$ cat config.mk
export PLATFORM = sky130hd
export DESIGN_NAME = forward_scoreboard
export DESIGN_NICKNAME = d
export VERILOG_FILES = /design/src/rtl/forward_scoreboard_pkg.sv /design/src/rtl/forward_scoreboard_port_match.sv /design/src/rtl/forward_scoreboard.sv
export SDC_FILE = /design/constraint.sdc
export NUM_CORES = 1
export LEC_CHECK = 0
export ABC_AREA = 1
export ABC_CLOCK_PERIOD_IN_PS = 2400
export CAP_MARGIN = 0
export CORE_ASPECT_RATIO = 0.8
export CORE_MARGIN = 1.5
export CORE_UTILIZATION = 54
export DETAILED_ROUTE_END_ITERATION = 7
export PLACE_DENSITY = 0.81
export SLEW_MARGIN = 20
export SYNTH_ARGS = -nofsm -noshare
export SYNTH_HDL_FRONTEND = slang
export SYNTH_HIERARCHICAL = 1
export SYNTH_SLANG_ARGS = --single-unit
$ cat constraint.sdc
create_clock -name clk -period 2.4 [get_ports clk]
set_input_delay 0.48 -clock clk [delete_from_list [all_inputs] [get_ports clk]]
set_output_delay 0.48 -clock clk [all_outputs]
set_load 0.005 [all_outputs]
$ cat src/rtl/forward_scoreboard_pkg.sv
// forward_scoreboard_pkg
//   Shared constants for the forwarding/hazard unit.
//   R_ZERO       : hard-wired zero register index (never forwarded, never tracked)
//   FWD_SEL_RF   : fwd_sel encoding meaning "take operand from the register file"
//   STG_*        : stage indices of the tracked tag pipeline
//   STALL_CNT_W  : width of the saturating stall-cycle counter
package forward_scoreboard_pkg;

    localparam int unsigned R_ZERO      = 0;
    localparam int unsigned FWD_SEL_RF  = 0;
    localparam int unsigned STG_EX      = 0;
    localparam int unsigned STG_MEM     = 1;
    localparam int unsigned STG_WB      = 2;
    localparam int unsigned STALL_CNT_W = 16;

endpackage

$ cat src/rtl/forward_scoreboard_port_match.sv
// fwd_port_match
//   Priority encoder for one read port over the DEPTH in-flight tags.
//   Ports:
//     rd_valid     in   read port is used by the ID instruction
//     rd_addr      in   source register of this port
//     tag_valid    in   per-stage tag valid (bit s = stage s)
//     tag_rd       in   per-stage destination, stage s at [s*ADDR_W +: ADDR_W]
//     tag_load     in   per-stage "producer is a load"
//     sel          out  FWD_SEL_RF if no producer, else youngest matching stage + 1
//     is_load_hit  out  winning producer is a load whose data is not yet forwardable
module fwd_port_match
    import forward_scoreboard_pkg::*;
#(
    parameter int unsigned ADDR_W           = 4,
    parameter int unsigned DEPTH            = 3,
    parameter int unsigned SEL_W            = 2,
    parameter int unsigned LOAD_READY_STAGE = STG_MEM,
    parameter int unsigned ZERO_REG         = R_ZERO
) (
    input  logic                      rd_valid,
    input  logic [ADDR_W-1:0]         rd_addr,
    input  logic [DEPTH-1:0]          tag_valid,
    input  logic [DEPTH*ADDR_W-1:0]   tag_rd,
    input  logic [DEPTH-1:0]          tag_load,
    output logic [SEL_W-1:0]          sel,
    output logic                      is_load_hit
);

    localparam logic [ADDR_W-1:0] ZERO_ADDR = ADDR_W'(ZERO_REG);

    logic w_found;

    // Scan from the youngest stage; the first hit wins so an older write to
    // the same register can never shadow a newer one.
    always_comb begin
        sel         = SEL_W'(FWD_SEL_RF);
        is_load_hit = 1'b0;
        w_found     = 1'b0;
        for (int unsigned s = 0; s < DEPTH; s++) begin
            if (!w_found && rd_valid && (rd_addr != ZERO_ADDR) && tag_valid[s] &&
                (tag_rd[s*ADDR_W +: ADDR_W] == rd_addr)) begin
                w_found     = 1'b1;
                sel         = SEL_W'(s + 1);
                is_load_hit = tag_load[s] && (s < LOAD_READY_STAGE);
            end
        end
    end

endmodule

$ cat src/rtl/forward_scoreboard.sv
// forward_scoreboard
//   Forwarding/hazard unit beside the ID/EX boundary. Tracks DEPTH stages of
//   in-flight register writes, selects the youngest producer per read port,
//   raises the load-use stall and counts stall cycles.
//   Ports:
//     clk, rst_n        clock, asynchronous active-low reset
//     hold              freeze tags and counter
//     flush             squash the ID instruction (bubble, no count)
//     issue_*           ID instruction write info
//     rd_valid/rd_addr  ID read ports, port p at [p*ADDR_W +: ADDR_W]
//     fwd_sel           port p at [p*SEL_W +: SEL_W]: 0 = regfile, k = stage k-1
//     stall             load-use stall request to IF/ID
//     stall_cnt         saturating stall-cycle counter
module forward_scoreboard
    import forward_scoreboard_pkg::*;
#(
    parameter int unsigned ADDR_W           = 4,
    parameter int unsigned NUM_RD           = 2,
    parameter int unsigned DEPTH            = 3,
    parameter int unsigned LOAD_READY_STAGE = STG_MEM,
    parameter int unsigned ZERO_REG         = R_ZERO
) (
    input  logic                                   clk,
    input  logic                                   rst_n,
    input  logic                                   hold,
    input  logic                                   flush,
    input  logic                                   issue_valid,
    input  logic                                   issue_regwrite,
    input  logic                                   issue_is_load,
    input  logic [ADDR_W-1:0]                      issue_rd,
    input  logic [NUM_RD-1:0]                      rd_valid,
    input  logic [NUM_RD*ADDR_W-1:0]               rd_addr,
    output logic [NUM_RD*$clog2(DEPTH+1)-1:0]      fwd_sel,
    output logic                                   stall,
    output logic [STALL_CNT_W-1:0]                 stall_cnt
);

    localparam int unsigned       SEL_W     = $clog2(DEPTH + 1);
    localparam logic [ADDR_W-1:0] ZERO_ADDR = ADDR_W'(ZERO_REG);

    logic [DEPTH-1:0]           r_tag_valid;
    logic [DEPTH*ADDR_W-1:0]    r_tag_rd;
    logic [DEPTH-1:0]           r_tag_load;
    logic [STALL_CNT_W-1:0]     r_stall_cnt;

    logic [NUM_RD*SEL_W-1:0]    w_sel;
    logic [NUM_RD-1:0]          w_load_hit;
    logic                       w_issue;

    genvar p;
    generate
        for (p = 0; p < NUM_RD; p++) begin : g_port
            fwd_port_match #(
                .ADDR_W           (ADDR_W),
                .DEPTH            (DEPTH),
                .SEL_W            (SEL_W),
                .LOAD_READY_STAGE (LOAD_READY_STAGE),
                .ZERO_REG         (ZERO_REG)
            ) u_match (
                .rd_valid    (rd_valid[p]),
                .rd_addr     (rd_addr[p*ADDR_W +: ADDR_W]),
                .tag_valid   (r_tag_valid),
                .tag_rd      (r_tag_rd),
                .tag_load    (r_tag_load),
                .sel         (w_sel[p*SEL_W +: SEL_W]),
                .is_load_hit (w_load_hit[p])
            );
        end
    endgenerate

    assign stall     = |w_load_hit;
    assign fwd_sel   = stall ? {NUM_RD{SEL_W'(FWD_SEL_RF)}} : w_sel;
    assign stall_cnt = r_stall_cnt;

    // Writes to the zero register are never tracked, so they cannot forward.
    assign w_issue = issue_valid && issue_regwrite && !flush && !stall &&
                     (issue_rd != ZERO_ADDR);

    always_ff @(posedge clk or negedge rst_n) begin
        if (!rst_n) begin
            r_tag_valid <= '0;
            r_tag_rd    <= '0;
            r_tag_load  <= '0;
            r_stall_cnt <= '0;
        end else if (!hold) begin
            for (int unsigned s = 1; s < DEPTH; s++) begin
                r_tag_valid[s]                 <= r_tag_valid[s-1];
                r_tag_rd[s*ADDR_W +: ADDR_W]   <= r_tag_rd[(s-1)*ADDR_W +: ADDR_W];
                r_tag_load[s]                  <= r_tag_load[s-1];
            end
            r_tag_valid[0]        <= w_issue;
            r_tag_rd[0 +: ADDR_W] <= issue_rd;
            r_tag_load[0]         <= w_issue && issue_is_load;
            if (stall && !flush && (r_stall_cnt != '1)) begin
                r_stall_cnt <= r_stall_cnt + 1'b1;
            end
        end
    end

endmodule

== Yosys cells after proc, flatten, opt, wreduce, memory -nomap -nowiden ==
Cells that the tools add are included.

* Flip-flop bits (word level): 32
* Input port bits: 21
* Output and inout port bits: 21
* Logic and storage cells: 70

* $add $sub $neg: 1
* Equality and inequality tests: 7
* Multiplexer cells: 17
* Bitwise operators: 1
* Reductions and logical operators: 40

{| class="wikitable"
|+ Operators by type and width
! cell !! number
|-
| 1-bit logical AND || 29
|-
| 4-bit == test || 6
|-
| 16-bit by 1-bit adder with 16-bit output, second input constant || 1
|-
| 16-bit inequality test, second input constant || 1
|-
| 1-bit two-way mux || 12
|-
| 4-bit nonzero test || 3
|-
| 2-bit two-way mux || 4
|-
| 1-bit zero test || 6
|-
| 4-bit two-way mux || 1
|-
| 2-bit AND reduction || 1
|-
| 2-bit OR reduction || 1
|-
| 1-bit inverter || 1
|}

== Depth between registers and ports, before layout ==
* Depth after elaboration: 22
* Gate-level depth with buffers: 14
* Gate-level depth less buffers: 13

== Cells and area by module ==
The synthesis kept the hierarchy.

{| class="wikitable"
|+ By module, submodules not included
! module !! times used !! cells an instance !! area each (um^2) !! seq. area each (um^2)
|-
| forward_scoreboard || 1 || 236 || 1828.0 || 850.8
|-
| fwd_port_match || 2 || 73 || 314.1 || 0.0
|}

== Least setup slack after synthesis ==
Ideal clock, no wire load.

* Path type: input -> register
* Start: input port rd_addr[7]
* End: register r_stall_cnt[2] (netlist: stall_cnt[2])
* Library setup time: 117 ps
* Data arrival time: 1661 ps
* Required time: 2283 ps
* Slack: 623 ps
* Stages on the path: 12
* Path buffers: 1
* Cells stage by stage: inv_2 a21boi_1 nand2_1 nor2_1 nand2_2 nor2_1 nor2_1 nor2_1 buf_1 nand3_4 nand2_1 nand2_1

* Word-level cells in the longest chain between the ends: 21
* Elaborated cells between the ends (all ways): 26
* Classes of those cells: eq/ne (3); mux (5); reduce/logical (18)

{| class="wikitable"
|+ RTL lines
! element !! line !! text
|-
| start, declared || forward_scoreboard.sv:32 || <nowiki>input logic [NUM_RD*ADDR_W-1:0] rd_addr,</nowiki>
|-
| 4-bit nonzero test || forward_scoreboard_port_match.sv:40 || <nowiki>if (!w_found && rd_valid && (rd_addr != ZERO_ADDR) && tag_valid[s] &&</nowiki>
|-
| 1-bit logical AND (3 in series) || forward_scoreboard_port_match.sv:40 ||
|-
| 1-bit two-way mux || forward_scoreboard_port_match.sv:40 ||
|-
| 1-bit zero test || forward_scoreboard_port_match.sv:40 ||
|-
| 1-bit logical AND (4 in series) || forward_scoreboard_port_match.sv:40 ||
|-
| 1-bit two-way mux || forward_scoreboard_port_match.sv:40 ||
|-
| 1-bit zero test || forward_scoreboard_port_match.sv:40 ||
|-
| 1-bit logical AND (4 in series) || forward_scoreboard_port_match.sv:40 ||
|-
| 1-bit two-way mux (*) || forward_scoreboard_port_match.sv:40 ||
|-
| net w_load_hit[1] || forward_scoreboard.sv:47 || <nowiki>logic [NUM_RD-1:0] w_load_hit;</nowiki>
|-
| 2-bit OR reduction (*) || forward_scoreboard.sv:71 || <nowiki>assign stall = |w_load_hit;</nowiki>
|-
| 1-bit logical AND (*) (2 in series) || forward_scoreboard.sv:94 || <nowiki>if (stall && !flush && (r_stall_cnt != '1)) begin</nowiki>
|-
| 2-bit AND reduction (no source line) (*) || - ||
|-
| end signal, assigned || forward_scoreboard.sv:95 || <nowiki>r_stall_cnt <= r_stall_cnt + 1'b1;</nowiki>
|-
| end, declared || forward_scoreboard.sv:44 || <nowiki>logic [STALL_CNT_W-1:0] r_stall_cnt;</nowiki>
|}

Mark *: on every way through the listed nets, which the timed path passes. The rest lies on a longest branch.
A chain may end at the register's enable or synchronous reset.

== Worst setup path in the final report ==
* Start: input port rd_valid[0]
* End: output port fwd_sel[2]

* Word-level cells in the longest chain between the ends: 18
* Elaborated cells between the ends (all ways): 20
* Classes of those cells: mux (6); reduce/logical (14)

{| class="wikitable"
|+ RTL lines
! element !! line !! text
|-
| start, declared || forward_scoreboard.sv:31 || <nowiki>input logic [NUM_RD-1:0] rd_valid,</nowiki>
|-
| 1-bit logical AND (3 in series) || forward_scoreboard_port_match.sv:40 ||
|-
| 1-bit two-way mux || forward_scoreboard_port_match.sv:40 ||
|-
| 1-bit zero test || forward_scoreboard_port_match.sv:40 ||
|-
| 1-bit logical AND (4 in series) || forward_scoreboard_port_match.sv:40 ||
|-
| 1-bit two-way mux || forward_scoreboard_port_match.sv:40 ||
|-
| 1-bit zero test || forward_scoreboard_port_match.sv:40 ||
|-
| 1-bit logical AND (4 in series) || forward_scoreboard_port_match.sv:40 ||
|-
| 1-bit two-way mux (*) || forward_scoreboard_port_match.sv:40 ||
|-
| net w_load_hit[0] || forward_scoreboard.sv:47 ||
|-
| 2-bit OR reduction (*) || forward_scoreboard.sv:71 ||
|-
| 4-bit two-way mux (*) || forward_scoreboard.sv:72 || <nowiki>assign fwd_sel = stall ? {NUM_RD{SEL_W'(FWD_SEL_RF)}} : w_sel;</nowiki>
|-
| end, declared || forward_scoreboard.sv:33 || <nowiki>output logic [NUM_RD*$clog2(DEPTH+1)-1:0] fwd_sel,</nowiki>
|}

Marks and branches as above.

==> impl_metrics.json <==
{
  "hpwl_mm": 4.56,
  "area_growth_pct": 27.6,
  "worst_hold_path.endpoint": "stall_cnt[14]$_DFFE_PN0P_",
  "grt_pass1_wl_mm": 10.4,
  "cp_max_fo": 3,
  "ys_warn_count": 6,
  "drt-total-wl_mm": 6.16,
  "worst_slew_pin_slew_ns": 0.397,
  "die_h_um": 62.4,
  "period_share_pct": 97.2,
  "min_delay_path_depth": 2,
  "start_util_pct": 56.7,
  "insertion_delay_ns": 0.29,
  "setup_violations": 0,
  "critical-path-slowest-cell": "clkdlybuf4s50_1",
  "post-route-util_pct": 72.4,
  "worstSetupStartpointType": "primary input",
  "clk_path_buf_depth": 2,
  "maxSlewHeadroom_pct": 73.5,
  "wl_per_cell_um": 12.5,
  "numClockSinks": 32,
  "die-width_um": 77.3,
  "hold_path_class": "reg -> reg",
  "vdd_ir_drop_max_mv": 0.479,
  "grt_max_degree": 33,
  "final_nets": 456,
  "drt_iter0_drc": 244,
  "dr.pass1.iters": 5,
  "coreArea_um2": 4200,
  "total_power_mw": 1.27,
  "instances_no_fill": 492,
  "std_cell_rows": 21,
  "path_class": "in -> out",
  "place_inst": 481,
  "synth_fp_nets": 397,
  "worst_r2r_endpoint": "stall_cnt[8]$_DFFE_PN0P_",
  "die-area_um2": 4830,
  "synth_area_per_cell_um2": 6.36,
  "slew_violations": 0,
  "r2r_cells": 12,
  "finalHoldViolCount": 0,
  "antenna_cells": 0,
  "cts-htree-levels": 2,
  "ant_nets": 0,
  "critPathBufInv": 4,
  "vias": 2451,
  "layout_min_cycle_time_ns": 2.33,
  "path_clk_slew_ns": 0.07,
  "end_kind": "primary output",
  "cp.arrival_ns": 1.85,
  "fin_tns_setup_ns": 0,
  "synthCells": 375,
  "rsz0062_at_grt": "no",
  "fmax_mhz": 429,
  "syn_area_um2": 2380,
  "rrSetupSlack_ns": 0.50,
  "track_usage_pct": 27.5,
  "gr-total-overflow": 0,
  "layout_commonest_cell": "nand2_1",
  "crit_top_cell": "nor2_1",
  "critPathRequiredTime_ns": 1.92,
  "min_from": "stall_cnt[14]$_DFFE_PN0P_",
  "cpPeakStageDelay_ns": 0.49,
  "r2r_start": "r_tag_rd[3]$_DFFE_PN0N_",
  "crit_path_cell_trace": "clkdlybuf4s50_1 > nand2_2 > nor2_2 > nand2_2 > nor2_1 > nor2_1 > inv_2 > buf_4 > nor2_1 > dlygate4sd2_1",
  "drc": 0,
  "drv_cap": 0,
  "cts_tree": "yes",
  "pin_count": 42,
  "viasPerCell": 4.98,
  "crit_family": "buffers and inverters",
  "final_cell_mix": "144 x nand2_1, 52 x inv_1, 34 x nor2_1",
  "finClkSkew_ns": 0.00684,
  "antenna_found_initial": 0,
  "outcome": "completed",
  "io_buffers": 41,
  "drive_above_1_share_pct": 20.2,
  "powerDensity_nw_per_um2": 416,
  "cts_made_buffers": 5,
  "grt_pass1_vias": 2224,
  "gp_congestion": 0.912,
  "p_leak_nw": 1.55,
  "root_buffer": "clkbuf_8"
}
==> cell type report <==
type                            instances  area, µm²
Multi-Input combinational cell        272       1320
Fill cell                             366       1160
Sequential cell                        32        805
Timing Repair Buffer                   59        517
Inverter                               64        240
Clock buffer                            6       82.6
Tap cell                               57       71.3
Clock inverter                          2       10.0
==> where the power goes <==
| group | total, mW | switching (mW) | internal, mW |
|---|---|---|---|
| Clock | 0.428 | 0.200 | 0.229 |
| Sequential | 0.618 | 0.0511 | 0.566 |
| Combinational | 0.221 | 0.126 | 0.0949 |
==> worst max path at each step <==
stage,from,to,cells after the start
2_1_floorplan,rd_addr[7],stall_cnt[2]$_DFFE_PN0P_,12
3_3_place_gp,rd_addr[5],fwd_sel[1],11
3_5_place_dp,rd_addr[0],fwd_sel[1],11
4_1_cts,rd_addr[0],fwd_sel[1],12
5_1_grt,r_tag_rd[2]$_DFFE_PN0N_,fwd_sel[2],12
6_report,rd_valid[0],fwd_sel[2],10
==> tightest hold or removal path, delay by kind of cell, from the launching register on <==
family        cells  cell delay [ns]
flops             1             0.38
simple gates      2             0.11
==> flip-flops by register name, indices dropped and copies added (netlist names) <==
name,flops
stall_cnt,16
r_tag_valid,3
r_tag_rd,12
r_tag_load,1
==> metal layers <==
metal	global-route usage, %	vias up	routed length, µm
li1	-	1249	-
met1	40.2	1109	2960
met2	42.1	87	2670
met3	5.40	6	466
met4	6.36	0	68
met5	0	-	0
==> per-stage QoR <==
stage               hold slack [ns]  setup WS [ns]  area (µm²)
finish                        0.525         0.0678        3040
CTS                           0.529        0.00902        3040
global route                  0.565       0.000528        3040
floorplan                     0.184          0.623        2380
global placement              0.508         -0.395        2950
detailed placement            0.514         -0.397        2950
==> what timing repair did <==
action                                  4_1_cts  5_1_grt
resized for setup                            16       25
endpoints found under the setup margin        5        4
pin swaps                                     7        7
hold buffers                                  0        0
setup buffers                                 2        1
gates cloned                                  0        0
No activity file was read; power rests on OpenSTA's default activity.
